[src/rtl/pipe_stall_ctrl.sv]
// pipe_stall_ctrl: pipeline stall/flush controller for the RV32 core.
// Merges NUM_SRC memory-ready sources, a redirect request and an external
// hold into one stall and one flush indication. After a redirect the
// controller drains FLUSH_CYCLES bubbles, then forces forward progress.
// Optional feature macro: STALL_PERF_CTR_EN enables the saturating stall and
// redirect performance counters; when undefined both perf outputs read 0.
module pipe_stall_ctrl #(
  parameter int NUM_SRC      = 2,
  parameter int FLUSH_CYCLES = 4,
  parameter int CTR_W        = 3,
  parameter int PERF_W       = 32
) (
  input  logic               clk,
  input  logic               reset,
  input  logic [NUM_SRC-1:0] mem_ready,
  input  logic               redirect_en,
  input  logic               hold_req,
  output logic               stall,
  output logic               flush,
  output logic               busy,
  output logic               pending_o,
  output logic [PERF_W-1:0]  perf_stall_cnt,
  output logic [PERF_W-1:0]  perf_redirect_cnt
);

  localparam logic [1:0] ST_IDLE  = 2'b00;
  localparam logic [1:0] ST_DRAIN = 2'b01;
  localparam logic [1:0] ST_FORCE = 2'b10;
  localparam logic [1:0] ST_ILL   = 2'b11;

  localparam logic [CTR_W-1:0] CTR_LOAD = CTR_W'(FLUSH_CYCLES - 1);
  localparam logic [CTR_W-1:0] CTR_ONE  = CTR_W'(1);

  logic [1:0]       state;
  logic [1:0]       state_nxt;
  logic [CTR_W-1:0] ctr;
  logic [CTR_W-1:0] ctr_nxt;
  logic             pending;
  logic             pending_nxt;
  logic             enter_drain;
  logic             all_ready;

  assign all_ready = &mem_ready;

  // Stall: in FORCE_RUN a redirect must not stall so the pipe always advances.
  always_comb begin
    if (hold_req) begin
      stall = 1'b1;
    end else if (state == ST_FORCE) begin
      stall = ~all_ready;
    end else begin
      stall = redirect_en | ~all_ready;
    end
  end

  assign flush     = (state == ST_DRAIN);
  assign busy      = (state != ST_IDLE);
  assign pending_o = pending;

  // Next-state, drain counter and pending-redirect decision.
  always_comb begin
    state_nxt   = state;
    ctr_nxt     = ctr;
    pending_nxt = pending;
    enter_drain = 1'b0;
    if (hold_req) begin
      // Frozen; a redirect seen now is remembered for later service.
      if (redirect_en) begin
        pending_nxt = 1'b1;
      end else begin
        pending_nxt = pending;
      end
      if (state == ST_ILL) begin
        state_nxt = ST_IDLE;
      end else begin
        state_nxt = state;
      end
    end else begin
      case (state)
        ST_IDLE: begin
          ctr_nxt = CTR_LOAD;
          if (redirect_en || pending) begin
            state_nxt   = ST_DRAIN;
            pending_nxt = 1'b0;
            enter_drain = 1'b1;
          end else begin
            state_nxt = ST_IDLE;
          end
        end
        ST_DRAIN: begin
          if (redirect_en) begin
            ctr_nxt     = CTR_LOAD;
            enter_drain = 1'b1;
          end else if (ctr == '0) begin
            state_nxt = ST_FORCE;
            ctr_nxt   = CTR_LOAD;
          end else begin
            ctr_nxt = ctr - CTR_ONE;
          end
        end
        ST_FORCE: begin
          ctr_nxt = CTR_LOAD;
          if (redirect_en) begin
            pending_nxt = 1'b1;
          end else begin
            pending_nxt = pending;
          end
          if (all_ready) begin
            state_nxt = ST_IDLE;
          end else begin
            state_nxt = ST_FORCE;
          end
        end
        default: begin
          state_nxt = ST_IDLE;
          ctr_nxt   = CTR_LOAD;
        end
      endcase
    end
  end

  // Controller state registers with synchronous reset.
  always_ff @(posedge clk) begin
    if (reset) begin
      state   <= ST_IDLE;
      ctr     <= CTR_LOAD;
      pending <= 1'b0;
    end else begin
      state   <= state_nxt;
      ctr     <= ctr_nxt;
      pending <= pending_nxt;
    end
  end

`ifdef STALL_PERF_CTR_EN
  logic [PERF_W-1:0] stall_cnt;
  logic [PERF_W-1:0] redirect_cnt;

  // Saturating counters of stall cycles and drain entries/restarts.
  always_ff @(posedge clk) begin
    if (reset) begin
      stall_cnt    <= '0;
      redirect_cnt <= '0;
    end else begin
      if (stall && !(&stall_cnt)) begin
        stall_cnt <= stall_cnt + PERF_W'(1);
      end
      if (enter_drain && !(&redirect_cnt)) begin
        redirect_cnt <= redirect_cnt + PERF_W'(1);
      end
    end
  end

  assign perf_stall_cnt    = stall_cnt;
  assign perf_redirect_cnt = redirect_cnt;
`else
  assign perf_stall_cnt    = '0;
  assign perf_redirect_cnt = '0;
`endif

endmodule

[config.mk]
export PLATFORM = sky130hd
export DESIGN_NAME = pipe_stall_ctrl
export DESIGN_NICKNAME = d
export VERILOG_FILES = /design/src/rtl/pipe_stall_ctrl.sv
export SDC_FILE = /design/constraint.sdc
export NUM_CORES = 1
export LEC_CHECK = 0
export CAP_MARGIN = 25
export CORE_MARGIN = 5
export CORE_UTILIZATION = 34
export CTS_BUF_LIST = sky130_fd_sc_hd__clkbuf_8
export CTS_CLUSTER_DIAMETER = 30
export DETAILED_ROUTE_END_ITERATION = 8
export GPL_ROUTABILITY_DRIVEN = 0
export PLACE_DENSITY_LB_ADDON = 0.2
export SLEW_MARGIN = 25
export SYNTH_ARGS = -nofsm -noshare
export SYNTH_HDL_FRONTEND = slang
export SYNTH_SLANG_ARGS = --single-unit
[constraint.sdc]
create_clock -name clk -period 2.1 [get_ports clk]
set_input_delay 0.315 -clock clk [delete_from_list [all_inputs] [get_ports clk]]
set_output_delay 0.315 -clock clk [all_outputs]
set_load 0.01 [all_outputs]
# Word-level counts from Yosys, hierarchy flattened
# Index checks and enable logic that the tools add are counted.
dict set report totals {
  regBits 6
  input_bits 6
  out_inout_bits 68
  word_cells 37
}
dict set report op_classes {
  addsub 1
  n_eq_ne 7
  n_mux 16
  n_bitwise 2
  reduce_logical 8
}
# operator count
set op_table {}
lappend op_table {{2-to-1 mux 2 bit} 5}
lappend op_table {{2-to-1 mux 3 bit} 3}
lappend op_table {{2-to-1 mux 1 bit} 6}
lappend op_table {{!= test 3 bit, second input constant} 2}
lappend op_table {{case mux 2 bit (3 select lines)} 1}
lappend op_table {{equality test 2 bit, second input constant} 2}
lappend op_table {{AND reduction 2 bit} 2}
lappend op_table {{logical NOT 3 bit} 1}
lappend op_table {{!= test 3 x 2 -> 1 bit, second input constant} 1}
lappend op_table {{AND reduction 3 bit} 1}
lappend op_table {{nonzero test 3 bit} 1}
lappend op_table {{subtractor 3 x 1 -> 3 bit, second input constant} 1}
lappend op_table {{equality test 2 x 1 -> 1 bit, second input constant} 1}
lappend op_table {{logical NOT 2 bit} 1}
lappend op_table {{!= test 2 x 1 -> 1 bit, second input constant} 1}
lappend op_table {{case mux 1 bit (2 select lines)} 1}
lappend op_table {{nonzero test 2 bit} 1}
lappend op_table {{logical OR 1 bit} 1}
lappend op_table {{inverter 1 bit} 1}
lappend op_table {{bitwise OR 1 bit} 1}

# Logic depth before layout (Yosys ltp)
# Gate-level depths: netlist of run 1.
dict set report logic_depth {
  ltp_word 5
  ltp_mapped 5
  mapped_depth_nobuf 5
}

# Worst setup path before layout of run 1
# OpenSTA, ideal clock, no wires.
dict set report synth_path {
  path_type {register -> register}
  start {register ctr[0]}
  end {register ctr[2]}
  setup_ps 88
  arrival_time_ps 917
  t_required_ps 2012
  slack_ps 1094
  stages_incl_launch_ff 6
  n_path_buf 0
  period_less_slack_ps 1006
  cell_sequence {dfxtp_1 -> inv_1 -> ha_1 -> nor2_1 -> a21oi_2 -> o32ai_2}
}
dict set report synth_between {
  elab_chain_cells 4
  word_cells_on_any_way 5
  classes_between {add/sub (1); mux (3); reduce/logical (1)}
}
# item line_no
set synth_lines {}
lappend synth_lines {{start, declared} 36} ;# logic [CTR_W-1:0] ctr;
lappend synth_lines {{start signal, assigned} 130} ;# ctr <= ctr_nxt;
lappend synth_lines {{subtractor 3 x 1 -> 3 bit or logical NOT 3 bit (tied branches)} {98, 94}}
lappend synth_lines {{2-to-1 mux 3 bit (*)} 94} ;# end else if (ctr == '0) begin
lappend synth_lines {{2-to-1 mux 3 bit (*)} 91} ;# if (redirect_en) begin
lappend synth_lines {{2-to-1 mux 3 bit (*)} 79} ;# case (state)
# Mark *: on every way between the ends. The rest lies on a longest branch, timed or not.
# A chain may end at the register's enable or synchronous reset.

# Worst setup path in the final report of run 1
dict set report layout_path {
  start {input redirect_en}
  end {output stall}
}
dict set report layout_between {
  elab_chain_cells 3
}
# item line_no
set layout_lines {}
lappend layout_lines {{start, declared} 16} ;# input logic redirect_en,
lappend layout_lines {{bitwise OR 1 bit} 52} ;# stall = redirect_en | ~all_ready;
lappend layout_lines {{2-to-1 mux 1 bit} 49} ;# end else if (state == ST_FORCE) begin
lappend layout_lines {{2-to-1 mux 1 bit} 47} ;# if (hold_req) begin
lappend layout_lines {{end, declared} 18} ;# output logic stall,
# Every way passes these cells.

==> summary.md, run 1 <==
| Metric | Value |
|---|---|
| Die area | `0.00350 sq mm` |
| Pleak | `0.424 nW` |
| Fin Hold WS | `0.477 ns` |
| Max_cap viols | `0` |
| Fin crit period | `1.84 ns` |
| Average wire per standard cell | `8.60 um` |
| Diode count | `0` |
| Nets@finish | `128` |
| Data arrival, critical path | `1.52 ns` |
| Max-slew violations | `0` |
| Crit path kind | `input port to output port` |
| Global-route wire length before repair | `1660 um` |
| Die Ht | `59.2 um` |
| Die X | `59.2 um` |
| Critical Path Fanout Max | `4` |
| Clk sinks | `6` |
| Mapped Cells | `106` |
| Number of post-CTS setup repair buffers | `0` |
| Routed wire length | `1260 um` |
| CP Launch Type | `input port` |
| IR drop worst, VDD | `0.000366 V` |
| Worst Skew | `0.000161 ns` |
| Clock tree buffer depth | `2` |
| Standard-cell rows | `17` |
| Mapped Area | `822 sq um` |
| Endpoint class of the critical path | `output port` |
| R2R Path Start | `ctr[0]$_SDFFE_PP1N_` |
| Pin count of the biggest net entering global routing | `9` |
| Core area | `0.00225 sq mm` |
| Clk Latency, worst-skew pair | `0.22 ns` |
| Reg2reg end | `ctr[2]$_SDFFE_PP0N_` |
| Starting Density | `36.5%` |
| Final core utilization | `33.4%` |
| HP Start | `ctr[0]$_SDFFE_PP1N_` |
| Drt pass-1 iters | `3` |
| Setup TNS Final | `0 ns` |
| Via count | `479` |
| Syn avg cell area | `7.76 sq um` |
| Vias in the first global route | `411` |
| Synth Register Bits | `6` |
| Final Hold Fails | `0` |
| PD cells | `521 mW/mm^2` |
| Reg2Reg Depth | `5` |
| Endpoints failing setup | `0` |
| IO Port Bufs | `9` |
| Initial DRC count | `2` |
| Status | `completed` |
| Number of distinct library cells after synthesis | `22` |
| Tcrit/Tclk final | `87.6%` |
| Final Power | `0.000391 W` |
| FMAX | `544 MHz` |
| Layout cell share with drive strength beyond 1 | `8.47%` |
| R2R setup slack | `0.99 ns` |
| Ys Warns | `0` |
| Reg clk slew, reported paths | `0.03 ns` |
| Ports | `74` |
| Grt ovf | `0` |
| RSZ-0062 raised after global routing | `no` |
| Post-synthesis sequential area ratio | `14.6%` |
| Post-cts resize count | `0` |
| CP required | `1.78 ns` |
| Htree depth | `1` |
| Global Route Usage Sum | `6.38%` |
| Hold EP | `ctr[0]$_SDFFE_PP1N_` |
| TritonCTS clock tree | `built` |
| DRC viols | `0` |
| Most frequent cells in the layout | `64 x conb_1, 9 x clkdlybuf4s50_1, 8 x nor2_1` |
| Clock root cell | `clkbuf_8` |
| Hold depth | `1` |
| HPWL after DPL | `1130 um` |
| Hold/Removal Path Class | `flip-flop to flip-flop` |
| CTS Buf Count | `3` |
| Initial antenna violation count | `0` |
| Hold_buf cts | `0` |
| Commonest non-fill, non-tap cell in the layout | `conb_1` |
| Area Overhead vs Synth | `-8.52%` |
| Via density | `3.28` |
| DRT antenna net count | `0` |
==> area by class of cell <==
| cell class | count | area (sq um) |
|---|---|---|
| well taps | 28 | 35.0 |
| clock buffers | 3 | 41.3 |
| multi-input cells | 96 | 447 |
| fillers | 249 | 1500 |
| inverters | 3 | 11.3 |
| repair buffers | 10 | 97.6 |
| flip-flops and latches | 6 | 120 |
==> worst max path at each step <==
stage | end | startpoint | slack (ns)
after floorplan | ctr[2]$_SDFFE_PP0N_ | ctr[0]$_SDFFE_PP1N_ | 1.09
after global placement | stall | redirect_en | 0.28
after detailed placement | stall | redirect_en | 0.25
after CTS | stall | redirect_en | 0.25
after global routing | stall | mem_ready[0] | 0.21
final | stall | redirect_en | 0.26
==> through the flow <==
stage / setup slack [ns] / std cells / cell area [sq um]
finish: 0.261 / 146 / 752
global route: 0.208 / 146 / 752
CTS: 0.251 / 146 / 752
detailed placement: 0.253 / 143 / 711
global placement: 0.276 / 143 / 711
floorplan: 1.09 / 169 / 1060
==> per-layer routing <==
layer	up-vias	part of all wire, %	GRT usage [%]	wire [um]
met4	0	0	0.971	0
li1	231	-	-	-
met1	209	32	6.97	397
met2	39	50	10.1	625
met3	0	18	4.79	232
met5	-	0	0	0
==> flip-flops by register name, summed over array words and instances (netlist names) <==
register / flops
ctr: 3
pending_o: 1
state: 2
==> synth_stat cells <==
cell | number | area (sq um)
nor2_1 | 8 | 30.0
or2b_1 | 2 | 15.0
or2_2 | 1 | 6.26
a21oi_1 | 1 | 5.00
nor3_1 | 1 | 5.00
o32ai_2 | 1 | 16.3
buf_4 | 64 | 480
ha_1 | 2 | 25.0
nand2b_1 | 1 | 6.26
and2b_4 | 1 | 10.0
o32ai_1 | 1 | 8.76
nand2_1 | 5 | 18.8
a31oi_1 | 2 | 12.5
and3_4 | 1 | 11.3
dfxtp_1 | 6 | 120
a21oi_2 | 1 | 8.76
inv_1 | 3 | 11.3
nor2_2 | 1 | 6.26
conb_1 | 1 | 3.75
o211a_1 | 1 | 10.0
nand3_1 | 1 | 5.00
nand4_1 | 1 | 6.26
==> report_power, final <==
group	internal, W	switching [W]
clock	0.000123	0.0000457
combinational	0.0000278	0.0000727
sequential	0.000118	0.00000427
total	0.000269	0.000123
==> logic make-up after synthesis <==
| family | synth area share [%] |
|---|---|
| buffers and inverters | 59.8 |
| AOI/OAI and AO/OA | 7.46 |
| adders and majority gates | 3.04 |
| and+or+nand+nor | 14.6 |
| DFF | 14.6 |
| other | 0.456 |
==> worst max-delay path, cell delays in order <==
cell,delay (ns)
clkdlybuf4s50_1,0.55
nand2_1,0.07
nand2_1,0.06
clkdlybuf4s50_1,0.53
(Power assumes the default switching activity.)
==> run 2: changes to the inputs <==
--- a/config.mk
+++ b/config.mk
@@ -5,14 +5,15 @@
 export SDC_FILE = /design/constraint.sdc
 export NUM_CORES = 1
 export LEC_CHECK = 0
+export ABC_AREA = 1
 export CAP_MARGIN = 25
-export CORE_MARGIN = 5
-export CORE_UTILIZATION = 34
+export CORE_UTILIZATION = 35
 export CTS_BUF_LIST = sky130_fd_sc_hd__clkbuf_8
 export CTS_CLUSTER_DIAMETER = 30
 export DETAILED_ROUTE_END_ITERATION = 8
 export GPL_ROUTABILITY_DRIVEN = 0
 export PLACE_DENSITY_LB_ADDON = 0.2
+export REMOVE_ABC_BUFFERS = 1
 export SLEW_MARGIN = 25
 export SYNTH_ARGS = -nofsm -noshare
 export SYNTH_HDL_FRONTEND = slang
==> summary.md, run 2 <==
| Metric | Value |
|---|---|
| Number of distinct library cells after synthesis | `18 (-18%)` |
| Die area | `0.00265 sq mm (-24%)` |
| Mapped Area | `857 sq um (+4.3%)` |
| DP Area | `746 sq um (+4.9%)` |
| Critical Path Source | `redirect_en` |
| Average wire per standard cell | `6.78 um (-21%)` |
| Max FFs per register | `3 (unchanged)` |
| Synth Register Bits | `6 (unchanged)` |
| R2R setup slack | `0.90 ns (-0.09 ns)` |
| Core area | `0.00225 sq mm (unchanged)` |
| Data arrival, critical path | `1.59 ns (+0.07 ns)` |
| Pre-CTS WS | `0.201 ns (-0.0515 ns)` |
| Post-Synth XOR/XNOR Area | `0% (unchanged)` |
| TritonCTS clock tree | `built` |
| R2R Path Start | `ctr[0]$_SDFFE_PP1N_` |
| Clock root cell | `clkbuf_8` |
| Diode count | `0 (unchanged)` |
| IR drop worst, VDD | `0.000290 V (-21%)` |
| Global-route wire length before repair | `1700 um (+2.9%)` |
| Count leader, synth | `buf_4` |
| Via density | `3.40 (+3.7%)` |
| Critical Path Fanout Max | `3 (-1)` |
| Largest family of logic cells by synthesized area | `buffers and inverters` |
| Layout cell share with drive strength beyond 1 | `8.27% (-0.20 points)` |
| Clk sinks | `6 (unchanged)` |
| Hold/Removal Path Class | `flip-flop to flip-flop` |
| Top FF cell, synth | `dfxtp_1` |
| Drt pass-1 iters | `4 (+1)` |
| PD cells | `548 mW/mm^2 (+5.3%)` |
| Area Overhead vs Synth | `-8.18%` |
| Number of flops mapped to enable cells by yosys | `0 (unchanged)` |
| Endpoints failing setup | `0 (unchanged)` |
| Ys Warns | `0 (unchanged)` |
| Htree depth | `1 (unchanged)` |
| Yosys top cell area share | `56.1% (-2.4 points)` |
| Max_cap viols | `0 (unchanged)` |
| Via count | `548 (+14%)` |
| Global Route Usage Sum | `9.10% (+2.7 points)` |
| Largest area contributor in the netlist | `buf_4` |
| Grt ovf | `0 (unchanged)` |
| Pleak | `0.474 nW (+12%)` |
| Worst Skew | `0.00127 ns (+0.00111 ns)` |
| Most frequent cells in the layout | `64 x conb_1, 14 x nand2_1, 9 x nor2_1, 9 x clkdlybuf4s50_1, 7 x inv_1` |
| Asr flop ratio synth | `0% (unchanged)` |
| Met1 WL | `415 um (+4.5%)` |
| Max-slew violations | `0 (unchanged)` |
| IO Port Bufs | `9 (unchanged)` |
| Tcrit/Tclk final | `90.9% (+3.3 points)` |
| Met3 wire length | `106 um (-54%)` |
| Met2 wire len | `547 um (-12%)` |
| Top cells by count, synth | `64 x buf_4, 14 x nand2_1, 9 x nor2_1` |
| Standard-cell rows | `17 (unchanged)` |
| FMAX | `524 MHz (-3.7%)` |
| Hold_buf cts | `0 (unchanged)` |
| Commonest non-fill, non-tap cell in the layout | `conb_1` |
| Fin crit period | `1.91 ns (+0.0700 ns)` |
| Ports | `74 (unchanged)` |
| CP required | `1.78 ns (about the same)` |
| Fin area | `787 sq um (+4.7%)` |
| Post-synthesis sequential area ratio | `14.0% (-0.60 points)` |
| Final core utilization | `34.9% (+1.6 points)` |
| Worst setup margin | `0.191 ns (-0.0700 ns)` |
| Post-synthesis compound-gate area fraction | `6.42% (-1.0 points)` |
| Number of post-CTS setup repair buffers | `0 (unchanged)` |
| Final Hold Fails | `0 (unchanged)` |
| Mapped Cells | `121 (+14%)` |
| Die Ht | `51.5 um (-13%)` |
| Setup TNS Final | `0 ns (unchanged)` |
| HPWL after DPL | `921 um (-19%)` |
| Initial DRC count | `8 (+6)` |
| Clk Latency, worst-skew pair | `0.22 ns (about the same)` |
| RSZ-0062 raised after global routing | `no` |
| DRC viols | `0 (unchanged)` |
| Post-Synth Adder-Cell Area | `2.92% (-0.12 points)` |
| Routed wire length | `1090 um (-13%)` |
| Largest Register | `ctr` |
| CP Launch Type | `input port` |
| Vias in the first global route | `417 (+1.5%)` |
| CTS Buf Count | `3 (unchanged)` |
| HP Start | `ctr[2]$_SDFFE_PP0N_` |
| Highest Signal Layer | `met4` |
| DRT antenna net count | `0 (unchanged)` |
| Post-Synth Simple-Gate Area | `16.2% (+1.6 points)` |
| Die X | `51.5 um (-13%)` |
| Syn avg cell area | `7.08 sq um (-8.7%)` |
| Starting Density | `38.0% (+1.6 points)` |
| Dominant cells by area after synthesis | `buf_4 56%, dfxtp_1 14%, nand2_1 6.1%` |
| Nets@finish | `143 (+12%)` |
| Post-synthesis mux area share | `0% (unchanged)` |
| Pin count of the biggest net entering global routing | `8 (-1)` |
| Initial antenna violation count | `0 (unchanged)` |
| Status | `completed` |
| Reg clk slew, reported paths | `0.04 ns (about the same)` |
| Crit path kind | `input port to output port` |
| Endpoint class of the critical path | `output port` |
| Post-cts resize count | `0 (unchanged)` |
| Clock tree buffer depth | `2 (unchanged)` |
[run 2: changes by cell type in the layout (fill, tap and decap cells not counted), sizes merged, moves of 2 or more]
cell,before,now
inv,3,9
o21ai,0,4
a31oi,2,0
or2b,2,0
nand2,5,15
o32ai,2,0
nand3,1,4
o211ai,0,2
[run 2: critical path, cell delays in order]
cell             delay (ns)
clkdlybuf4s50_1        0.48
inv_1                  0.07
o21ai_0                0.17
clkdlybuf4s50_1        0.56
[run 2: worst paths after layout]
kind                              end  cells past startpoint
setup / recovery                stall                      4
hold / removal    ctr[2]$_SDFFE_PP0N_                      2
setup reg to reg  ctr[0]$_SDFFE_PP1N_                      6
hold reg to reg   ctr[2]$_SDFFE_PP0N_                      2
[run 2: through the flow]
stage / hold slack [ns] / std cells / power, W
floorplan: 0.461 / 120 / 0.000222
global placement: 0.488 / 158 / 0.000257
detailed placement: 0.507 / 158 / 0.000257
CTS: 0.517 / 161 / 0.000436
global route: 0.544 / 161 / 0.000468
finish: 0.511 / 161 / 0.000431
[run 2: cells by family (layout without fill, tap and decap cells)]
kind of cell | after synthesis | in the layout
AOI/OAI and AO/OA | 9 | 9
adders and majority gates | 2 | 2
buffers and inverters | 73 | 22
DFF | 6 | 6
other | 1 | 64
and+or+nand+nor | 30 | 30
[run 2: where the power goes]
part	internal, W	leakage (nW)	switching [W]
combinational	0.0000372	0.403	0.0000912
sequential	0.000122	0.0494	0.00000715
clock	0.000123	0.0216	0.0000505
total	0.000282	0.474	0.000149
[run 2: cell type report]
class,instances,area [sq um]
Timing Repair Buffer,10,97.6
Clock buffer,3,41.3
Tap cell,28,35.0
Sequential cell,6,120
Multi-Input combinational cell,105,459
Fill cell,240,1470
Inverter,9,33.8
[run 2: metal layers]
metal	track usage, %	vias up
li1	-	271
met1	8.85	229
met2	15.4	45
met3	4.17	3
met4	5.86	0
met5	0	-
